**src/rtl/pc_unit.sv**
```systemverilog
// Program-counter unit: fetch address generation with a memory-ready handshake,
// buffered redirects under stall, trap vectoring and halt/resume. Falling-edge state.
module pc_unit #(
   parameter int             W         = 32,
   parameter int             INC       = 4,
   parameter logic [W-1:0]   RESET_VEC = W'(32'h00000000),
   parameter logic [W-1:0]   TRAP_VEC  = W'(32'h00000080),
   parameter int             BOOT_CYC  = 2,
   parameter int             CNT_W     = 32
) (
   input  logic             Clk,
   input  logic             Clrn,
   input  logic             stall,
   input  logic             imem_ready,
   input  logic             br_valid,
   input  logic [W-1:0]     br_target,
   input  logic             trap_valid,
   input  logic             halt,
   input  logic             resume,
   output logic [W-1:0]     pc_out,
   output logic             imem_req,
   output logic             pend_valid,
   output logic             misalign,
   output logic [W-1:0]     epc,
   output logic [CNT_W-1:0] fetch_cnt
);

   localparam int           BW        = (BOOT_CYC > 1) ? $clog2(BOOT_CYC) : 1;
   localparam logic [BW-1:0] BOOT_LAST = BW'(BOOT_CYC - 1);
   localparam logic [W-1:0] INC_MASK  = W'(INC - 1);
   localparam logic [W-1:0] INC_STEP  = W'(INC);

   typedef enum logic [1:0] {BOOT, RUN, HALT} state_t;

   state_t          state, state_nx;
   logic [BW-1:0]   boot_cnt, boot_nx;
   logic [W-1:0]    pc_nx, epc_nx, pend_tgt, tgt_nx;
   logic            pend_nx, mis_nx;
   logic [CNT_W-1:0] cnt_nx;
   logic            adv, mis;

   assign adv      = (state == RUN) & ~stall & imem_ready;
   assign mis      = br_valid & (|(br_target & INC_MASK));
   assign imem_req = (state == RUN) & ~stall;

   always_ff @(negedge Clk) begin
      if (!Clrn) begin
         state      <= BOOT;
         boot_cnt   <= '0;
         pc_out     <= RESET_VEC;
         pend_valid <= 1'b0;
         pend_tgt   <= '0;
         misalign   <= 1'b0;
         epc        <= '0;
         fetch_cnt  <= '0;
      end else begin
         state      <= state_nx;
         boot_cnt   <= boot_nx;
         pc_out     <= pc_nx;
         pend_valid <= pend_nx;
         pend_tgt   <= tgt_nx;
         misalign   <= mis_nx;
         epc        <= epc_nx;
         fetch_cnt  <= cnt_nx;
      end
   end

   // Traps and misaligned redirects outrank halt; otherwise halt still lets this edge's PC move.
   always_comb begin
      state_nx = state;
      boot_nx  = boot_cnt;
      pc_nx    = pc_out;
      pend_nx  = pend_valid;
      tgt_nx   = pend_tgt;
      mis_nx   = 1'b0;
      epc_nx   = epc;
      cnt_nx   = fetch_cnt;
      case (state)
         BOOT: begin
            if (boot_cnt == BOOT_LAST) begin
               state_nx = RUN;
            end else begin
               boot_nx = boot_cnt + BW'(1);
            end
         end
         RUN: begin
            if (adv) begin
               cnt_nx = fetch_cnt + CNT_W'(1);
            end
            if (trap_valid) begin
               pc_nx   = TRAP_VEC;
               epc_nx  = pc_out;
               pend_nx = 1'b0;
            end else if (mis) begin
               pc_nx   = TRAP_VEC;
               epc_nx  = br_target;
               mis_nx  = 1'b1;
               pend_nx = 1'b0;
            end else begin
               if (halt) begin
                  state_nx = HALT;
               end
               if (br_valid && adv) begin
                  pc_nx   = br_target;
                  pend_nx = 1'b0;
               end else if (br_valid) begin
                  pend_nx = 1'b1;
                  tgt_nx  = br_target;
               end else if (pend_valid && adv) begin
                  pc_nx   = pend_tgt;
                  pend_nx = 1'b0;
               end else if (adv) begin
                  pc_nx = pc_out + INC_STEP;
               end
            end
         end
         HALT: begin
            if (trap_valid) begin
               pc_nx    = TRAP_VEC;
               epc_nx   = pc_out;
               pend_nx  = 1'b0;
               state_nx = RUN;
            end else if (resume) begin
               state_nx = RUN;
            end
         end
         default: state_nx = BOOT;
      endcase
   end

endmodule

```
**config.mk**
```make
export PLATFORM = sky130hd
export DESIGN_NAME = pc_unit
export DESIGN_NICKNAME = d
export VERILOG_FILES = /design/src/rtl/pc_unit.sv
export SDC_FILE = /design/constraint.sdc
export NUM_CORES = 1
export LEC_CHECK = 0
export CORE_ASPECT_RATIO = 1.5
export CORE_MARGIN = 1
export CORE_UTILIZATION = 40
export DETAILED_ROUTE_END_ITERATION = 7
export GPL_TIMING_DRIVEN = 0
export PLACE_DENSITY = 0.67
export SKIP_LAST_GASP = 1
export SYNTH_ARGS = -nofsm -noshare
export SYNTH_HDL_FRONTEND = slang
export SYNTH_SLANG_ARGS = --single-unit
```
**constraint.sdc**
```tcl
create_clock -name Clk -period 2.8 [get_ports Clk]
set_input_delay 0.7 -clock Clk [delete_from_list [all_inputs] [get_ports Clk]]
set_output_delay 0.7 -clock Clk [all_outputs]
set_load 0.03 [all_outputs]
```
==> reports/results.env, run 1 <==
WORST-PATH-MAX-FANOUT=2
VIOLATED_CHECKS='design-rule violations, negative setup slack'
SYNTH-MAIN-FF-CELL='sky130_fd_sc_hd__dfxtp_1'
VIAS=9678
CRITICAL-PATH-SLOWEST-CELL='sky130_fd_sc_hd__dfxtp_2'
COUNT_OF_FLIP_FLOPS_WITH_A_BUILT_IN_ENABLE_AFTER_SYNTHESIS=0
SYNTH_SEQ_CELLS=133
DETAILEDPLACEMENTHPWL_UM=16530
WORST-PATH-BUF-INV=3
WORSTPATHREQUIRED_NS=2.10
DETAIL-ROUTE-ANTENNA-NETS=0
MAXCAPVIOLCOUNT=0
INITIALDRTVIOLATIONCOUNT=1236
SYNTH_NETS=881
ANTENNA_VIOLATIONS_BEFORE_REPAIR=1
DIE_AREA_UM2=16990
SYNTHESIS.AREA_UM2=6586
CTS_HOLD_REPAIR.BUFFERS=0
POST_ROUTE_CLOCK_SKEW_NS=0.1526
CP_CELL_SEQUENCE='inv_2, ha_4, inv_8, nor2_4, buf_6'
CLOCKBUFFERDEPTH=2
TOTAL_CORE_AREA_UM2=16120
LARGEST_NET_DEGREE_AT_THE_START_OF_GLOBAL_ROUTING=17
DETAILEDPLACE.WORSTSLACK_NS=-1.764
CRITPATHKIND='register to output pin'
FINAL_HOLD_VIOL_COUNT=0
SYNTH.LIB_CELLS_USED.DISTINCT=68
FLOORPLAN.INITIALDENSITY=0.4086
MAX-VDD-IR-DROP_mV=0.4627
WORST_SLEW_MARGIN_REL=0.07892
WORST_SLACK_NS=-0.5873
FINAL_NET_COUNT=1337
RUN_STATUS='finished with violations'
SETUP.WORST_PATH.END_CLASS='output pin'
STARTPOINT_TYPE='register'
ASYNC_RESET_FF_FRAC=0
WORSTSKEWPAIRLATENCY_NS=0.61
YOSYSSEQAREASHARE=0.4043
DIE_X_UM=106.8
CTS.SINKS=133
POWER_PER_CELL_AREA_nW_PER_UM2=753.9
ROUTE.DETAILED.WL_PER_INST_UM=25.33
FRACTION_OF_FINAL_LAYOUT_CELLS_WITH_DRIVE_STRENGTH_GREATER_THAN_1=0.5245
FIN_WORST_HOLD_SLACK_NS=0.4797
VIA_COUNT_OF_THE_FIRST_GLOBAL_ROUTING_PASS=9581
CLK_PIN_SLEW_WORST_PATHS_NS=0.04
ROUTE.DETAILED.DRC=13
CRIT_FAMILY='flip-flops'
VIASPERCELL=6.409
CP_DATA_ARRIVAL_TIME_NS=2.69
IOPINCOUNT=139
NUMBER_OF_BUFFERS_CREATED_BY_CTS=17
CRITICAL_PATH.MAX_STAGE_DELAY_NS=0.32
PORT_BUFFERS=138
SYNTHESIS.AREA_PER_INSTANCE_UM2=7.888
GP_ROUTABILITY_CONGESTION=0.8913
GRT_UTIL_ALL_LAYERS=0.3861
DRT_PASS1_ITERATIONS=8
GRT_PASS1_WL_UM=49930
WORST_SLEW_PIN_SLEW_NS=1.369
CTS_TREE='built'
SETUP_VIOLATION_TOTAL_IN_THE_FINAL_TIMING_REPORT=226
HP-CLASS='register to register'
MOST-COMMON-LAYOUT-CELLS='145 x sky130_fd_sc_hd__inv_1, 139 x sky130_fd_sc_hd__nand2_1, 132 x sky130_fd_sc_hd__buf_6'
ANTENNA_CELLS=0
NETLIST_INSTANCES=835
GRT.OVERFLOW.TOTAL=0
GRT_SETUP_UNREPAIRED='true'
AREAGROWTHSYNTHTOFINISH_PCT=101.4
DIE_H_UM=159.2
LAYOUT.CELLS.MOST_COMMON='sky130_fd_sc_hd__inv_1'
DRV_SLEW=0
ROUTED_WL_UM=38250
YS_WARN_COUNT=0
CTSROOTBUFFERMASTER='sky130_fd_sc_hd__clkbuf_16'
LEAKAGE_uW=0.005751
CTS_MAX_LEVEL=4
STD_CELL_ROWS=57
## cells in the mapped netlist (4+ instances only)
master | instances | area (um2)
sky130_fd_sc_hd__a211o_1 | 4 | 35.03
sky130_fd_sc_hd__a211oi_1 | 4 | 30.03
sky130_fd_sc_hd__a21oi_1 | 54 | 270.3
sky130_fd_sc_hd__a22oi_1 | 12 | 90.09
sky130_fd_sc_hd__a311oi_1 | 32 | 280.3
sky130_fd_sc_hd__a31oi_1 | 5 | 31.28
sky130_fd_sc_hd__a32o_1 | 7 | 70.07
sky130_fd_sc_hd__a32oi_1 | 6 | 52.55
sky130_fd_sc_hd__and2_1 | 5 | 31.28
sky130_fd_sc_hd__and3_1 | 8 | 50.05
sky130_fd_sc_hd__and4_1 | 7 | 61.31
sky130_fd_sc_hd__buf_2 | 4 | 20.02
sky130_fd_sc_hd__clkbuf_1 | 52 | 195.2
sky130_fd_sc_hd__dfxtp_1 | 133 | 2663
sky130_fd_sc_hd__ha_1 | 6 | 75.07
sky130_fd_sc_hd__inv_1 | 16 | 60.06
sky130_fd_sc_hd__mux2i_1 | 9 | 90.09
sky130_fd_sc_hd__nand2_1 | 177 | 664.4
sky130_fd_sc_hd__nand2b_1 | 11 | 68.82
sky130_fd_sc_hd__nand3_1 | 19 | 95.09
sky130_fd_sc_hd__nand4_1 | 10 | 62.56
sky130_fd_sc_hd__nor2_1 | 86 | 322.8
sky130_fd_sc_hd__nor3_1 | 16 | 80.08
sky130_fd_sc_hd__nor4_1 | 12 | 75.07
sky130_fd_sc_hd__o21ai_0 | 20 | 100.1
sky130_fd_sc_hd__o221ai_1 | 5 | 43.79
sky130_fd_sc_hd__o22ai_1 | 10 | 62.56
sky130_fd_sc_hd__o2bb2ai_1 | 5 | 43.79
sky130_fd_sc_hd__or3_1 | 5 | 31.28
sky130_fd_sc_hd__xnor2_1 | 24 | 210.2
sky130_fd_sc_hd__xor2_1 | 13 | 113.9
## sequential cells by signal, indices dropped and copies added, names as in the netlist
| register | count |
|---|---|
| fetch_cnt | 32 |
| pc_out | 32 |
| epc | 32 |
| boot_cnt | 1 |
| pend_tgt | 32 |
| misalign | 1 |
| state | 2 |
| pend_valid | 1 |
## worst min-delay path: cells and delay by family (launching register included)
kind | cells | cell delay (ns)
AND/OR/NAND/NOR | 1 | 0.07
AO/OA/AOI/OAI | 1 | 0.04
flip-flops | 1 | 0.33
## layout make-up
class,count,area [um2]
flip-flops and latches,133,2900
clock buffers,17,425.4
clock inverters,148,723.2
repair buffers,311,3154
fillers,850,2851
inverters,15,66.31
well taps,206,257.7
multi-input cells,627,5024
plain buffers,53,715.7
## cell families after synthesis
logic type | Yosys count | synth area share
buffers and inverters | 75 | 0.04521
AOI/OAI and AO/OA | 189 | 0.2004
muxes | 9 | 0.01368
DFF | 133 | 0.4043
xor gates and xnor gates | 37 | 0.04920
adders and majority gates | 6 | 0.01140
and+or+nand+nor | 386 | 0.2758
## stage by stage
| step | cells | power (uW) | setup TNS, ns | area [um2] | util |
|---|---|---|---|---|---|
| floorplan | 835 | 3964 | -50.54 | 7005 | - |
| global placement | 1179 | 4767 | -224.27 | 8645 | 0.5363 |
| detailed placement | 1179 | 4787 | -225.22 | 8645 | 0.5363 |
| CTS | 1478 | 9029 | -45.19 | 12530 | 0.7774 |
| global route | 1510 | 10330 | -60.51 | 13270 | 0.8231 |
| finish | 1510 | 10000 | -56.45 | 13270 | 0.8231 |
## timing repair
action | CTS | global route
buffers inserted | 126 | 37
pin swaps | 115 | 55
gates resized for setup | 1161 | 126
cloned | 12 | 3
setup endpoints to repair | 232 | 229
## power by group
group	internal [uW]	switching [uW]	leakage, uW
registers	2130	197	0.00114
clock network	1780	1760	0.00103
logic	1930	2200	0.00358
total	5840	4160	0.00575
## path summary, 6_finish.rpt
path                     from          end  slack [ns]  cells after the start
hold / removal    pend_tgt[4]  pend_tgt[4]        0.48                      2
setup reg to reg    pc_out[3]   pc_out[30]       -0.47                      7
hold reg to reg   pend_tgt[4]  pend_tgt[4]        0.48                      2
setup / recovery     state[1]     imem_req       -0.59                      5
## layer usage
metal	track usage	vias up	routed length [um]
li1	-	3912	-
met1	0.3759	4506	12110
met2	0.6411	883	18150
met3	0.1298	375	4412
met4	0.3406	2	3559
met5	0	-	10
Note: power is estimated with default switching activity, not from simulation.
==> run 2: changes to the inputs <==
DONT_BUFFER_PORTS = 1   (was default)
PLACE_DENSITY = 0.56   (was 0.67)
==> reports/results.env, run 2 (synthesized netlist as in run 1, its figures left out) <==
PORT_BUFFERS=0  # was 138
GRT_PASS1_WL_UM=39580  # was 49930 um
WORST-PATH-MAX-FANOUT=2  # unchanged
WORST-PATH-BUF-INV=2  # was 3
DETAILEDPLACEMENTHPWL_UM=16820  # was 16530 um
DIE_AREA_UM2=16990  # unchanged
INITIALDRTVIOLATIONCOUNT=352  # was 1236
TIMING.HOLD.WORST_PATH_DEPTH=2  # unchanged
FINAL_DESIGN_AREA_NO_FILL_UM2=10160  # was 13270 um2
CRITICAL_PATH.MAX_STAGE_DELAY_NS=0.32  # about the same
MAX-VDD-IR-DROP_mV=0.4392  # was 0.4627 mV
ROUTE.DETAILED.WL_PER_INST_UM=20.61  # was 25.33 um
HP-CLASS='register to register'  # unchanged
GRT_SETUP_UNREPAIRED='true'  # unchanged
FIN_WORST_HOLD_SLACK_NS=0.4590  # was 0.4797 ns
POST_ROUTE_TOTAL_POWER_uW=7762  # was 10000 uW
FINAL_NET_COUNT=1081  # was 1337
LAYOUT.CELLS.MOST_COMMON='sky130_fd_sc_hd__inv_1'  # unchanged
AREAGROWTHSYNTHTOFINISH_PCT=54.27  # was 101.4%
RUN_STATUS='finished with violations'  # unchanged
ANTENNA_CELLS=0  # unchanged
VIA_COUNT_OF_THE_FIRST_GLOBAL_ROUTING_PASS=7858  # was 9581
CRITICAL-PATH-SLOWEST-CELL='sky130_fd_sc_hd__dfxtp_2'  # unchanged
WORST_SLACK_NS=-0.5223  # was -0.5873 ns
CTS_HOLD_REPAIR.BUFFERS=0  # unchanged
VIAS=7443  # was 9678
CTS_MAX_LEVEL=4  # unchanged
ANTENNA_VIOLATIONS_BEFORE_REPAIR=0  # was 1
CRITPATHKIND='register to output pin'  # unchanged
RR_WORST_DEPTH=6  # was 7
POWER_PER_CELL_AREA_nW_PER_UM2=763.9  # was 753.9 nW/um2
DIE_H_UM=159.2  # unchanged
GP_ROUTABILITY_CONGESTION=0.9032  # was 0.8913
GRT_UTIL_ALL_LAYERS=0.3028  # was 0.3861
DRT_PASS1_ITERATIONS=5  # was 8
ROUTE.DETAILED.DRC=0  # was 13
STD_CELL_ROWS=57  # unchanged
CTS.SINKS=133  # unchanged
ROUTED_WL_UM=25820  # was 38250 um
GRT.OVERFLOW.TOTAL=0  # unchanged
POST_ROUTE_CLOCK_SKEW_NS=0.02039  # was 0.1526 ns
LEAKAGE_uW=0.004097  # was 0.005751 uW
CLK_PIN_SLEW_WORST_PATHS_NS=0.03  # was 0.04 ns
FINAL_HOLD_VIOL_COUNT=0  # unchanged
DIE_X_UM=106.8  # unchanged
P_SEQ_FRAC=0.351  # was 0.233
CRIT_FAMILY='flip-flops'  # unchanged
CLOCKBUFFERDEPTH=2  # unchanged
SETUP_TNS_NS=-33.38  # was -56.45 ns
PLACEMENT_CELL_AREA_UM2=7263  # was 8645 um2
CP_DATA_ARRIVAL_TIME_NS=2.62  # was 2.69 ns
STARTPOINT_TYPE='register'  # unchanged
DRV_SLEW=0  # unchanged
DETAIL-ROUTE-ANTENNA-NETS=0  # unchanged
MAXCAPVIOLCOUNT=0  # unchanged
SETUP_VIOLATION_TOTAL_IN_THE_FINAL_TIMING_REPORT=181  # was 226
LARGEST_NET_DEGREE_AT_THE_START_OF_GLOBAL_ROUTING=17  # unchanged
INTPOWER_uW=4679  # was 5842 uW
CP_CELL_SEQUENCE='inv_2, ha_4, inv_6, nor2_4'  # was inv_2, ha_4, inv_8, nor2_4, buf_6
VIOLATED_CHECKS='negative setup slack'  # was design-rule violations, negative setup slack
CTSROOTBUFFERMASTER='sky130_fd_sc_hd__clkbuf_16'  # unchanged
P_SW_FRAC=0.3972  # was 0.4159
WORST_SLEW_PIN_SLEW_NS=0.9858  # was 1.369 ns
SETUP.WORST_PATH.END_CLASS='output pin'  # unchanged
CRITICAL_PATH_CELL_COUNT=4  # was 5
IOPINCOUNT=139  # unchanged
TOTAL_CORE_AREA_UM2=16120  # unchanged
VIASPERCELL=5.940  # was 6.409
NETSWITCHINGPOWER_uW=3083  # was 4160 uW
FRACTION_OF_FINAL_LAYOUT_CELLS_WITH_DRIVE_STRENGTH_GREATER_THAN_1=0.3744  # was 0.5245
MOST-COMMON-LAYOUT-CELLS='154 x sky130_fd_sc_hd__inv_1, 142 x sky130_fd_sc_hd__nand2_1, 98 x sky130_fd_sc_hd__dfxtp_4'  # was 145 x sky130_fd_sc_hd__inv_1, 139 x sky130_fd_sc_hd__nand2_1, 132 x sky130_fd_sc_hd__buf_6
NUMBER_OF_BUFFERS_CREATED_BY_CTS=17  # unchanged
FLOORPLAN.INITIALDENSITY=0.4086  # unchanged
CLOCKPOWERSHARE=0.386  # was 0.354
WORSTSKEWPAIRLATENCY_NS=0.46  # was 0.61 ns
WORST_SLEW_MARGIN_REL=0.3428  # was 0.07892
WORSTPATHREQUIRED_NS=2.10  # about the same
CTS_TREE='built'  # unchanged
POWER.COMBINATIONAL.FRACTION=0.263  # was 0.413
LAYOUT.CORE_UTILIZATION=0.6304  # was 0.8231
[run 2: changes by cell type in the layout (fill, tap and decap cells not counted), moves of 11 or more]
cell	delta
sky130_fd_sc_hd__buf_6	-107
sky130_fd_sc_hd__buf_4	-103
sky130_fd_sc_hd__dfxtp_2	-53
sky130_fd_sc_hd__dfxtp_4	+53
sky130_fd_sc_hd__clkdlybuf4s50_1	-29
sky130_fd_sc_hd__nor2_1	+21
sky130_fd_sc_hd__clkbuf_16	-12
sky130_fd_sc_hd__nor2_2	-11
[run 2: final timing paths]
path                  end    startpoint  slack (ns)
min          pend_tgt[28]  pend_tgt[28]        0.46
min reg2reg  pend_tgt[28]  pend_tgt[28]        0.46
max reg2reg    pc_out[28]     pc_out[3]        0.43
max              imem_req      state[1]       -0.52
[run 2: stage by stage]
stage,worst slack [ns],std cells
floorplan,-0.5700,835
global placement,-1.072,1041
detailed placement,-1.106,1041
CTS,-0.5627,1248
global route,-0.5943,1253
finish,-0.5223,1253
[run 2: worst register-to-register path, stage by stage (launching register included)]
cell                      delay [ns]
sky130_fd_sc_hd__dfxtp_4        0.43
sky130_fd_sc_hd__ha_1           0.22
sky130_fd_sc_hd__nand3_1        0.33
sky130_fd_sc_hd__or4_4          0.58
sky130_fd_sc_hd__or4_1          0.45
sky130_fd_sc_hd__a21oi_2        0.16
sky130_fd_sc_hd__o211a_1        0.15
[run 2: power by group through the flow]
stage | Combinational [uW] | Clock (uW) | Sequential (uW)
after floorplan | 1040 | 289 | 2640
after global placement | 1370 | 289 | 2680
after detailed placement | 1410 | 289 | 2690
after CTS | 1820 | 3040 | 2720
after global routing | 2170 | 3290 | 2750
final | 2040 | 2990 | 2730
[run 2: final cells by class]
cell class	instances	area [um2]
Timing Repair Buffer	53	584.3
Clock inverter	147	636.9
Inverter	15	61.31
Fill cell	1405	5957
Sequential cell	133	3033
Buffer	55	510.5
Tap cell	206	257.7
Multi-Input combinational cell	627	4652
Clock buffer	17	425.4
[run 2: repair_timing]
| action | in CTS | in global routing |
|---|---|---|
| setup endpoints to repair | 231 | 208 |
| buffers inserted | 41 | 7 |
| cloned | 6 | 0 |
| pin swaps | 38 | 80 |
| gates resized for setup | 298 | 152 |
[run 2: layer usage]
metal / part of all wire / global-route usage / vias to the layer above / wire length (um)
li1: - / - / 3403 / -
met1: 0.35 / 0.2872 / 3635 / 9041
met2: 0.53 / 0.5402 / 344 / 13800
met3: 0.083 / 0.1261 / 61 / 2142
met4: 0.032 / 0.1687 / 0 / 837
met5: 0 / 0 / - / 0
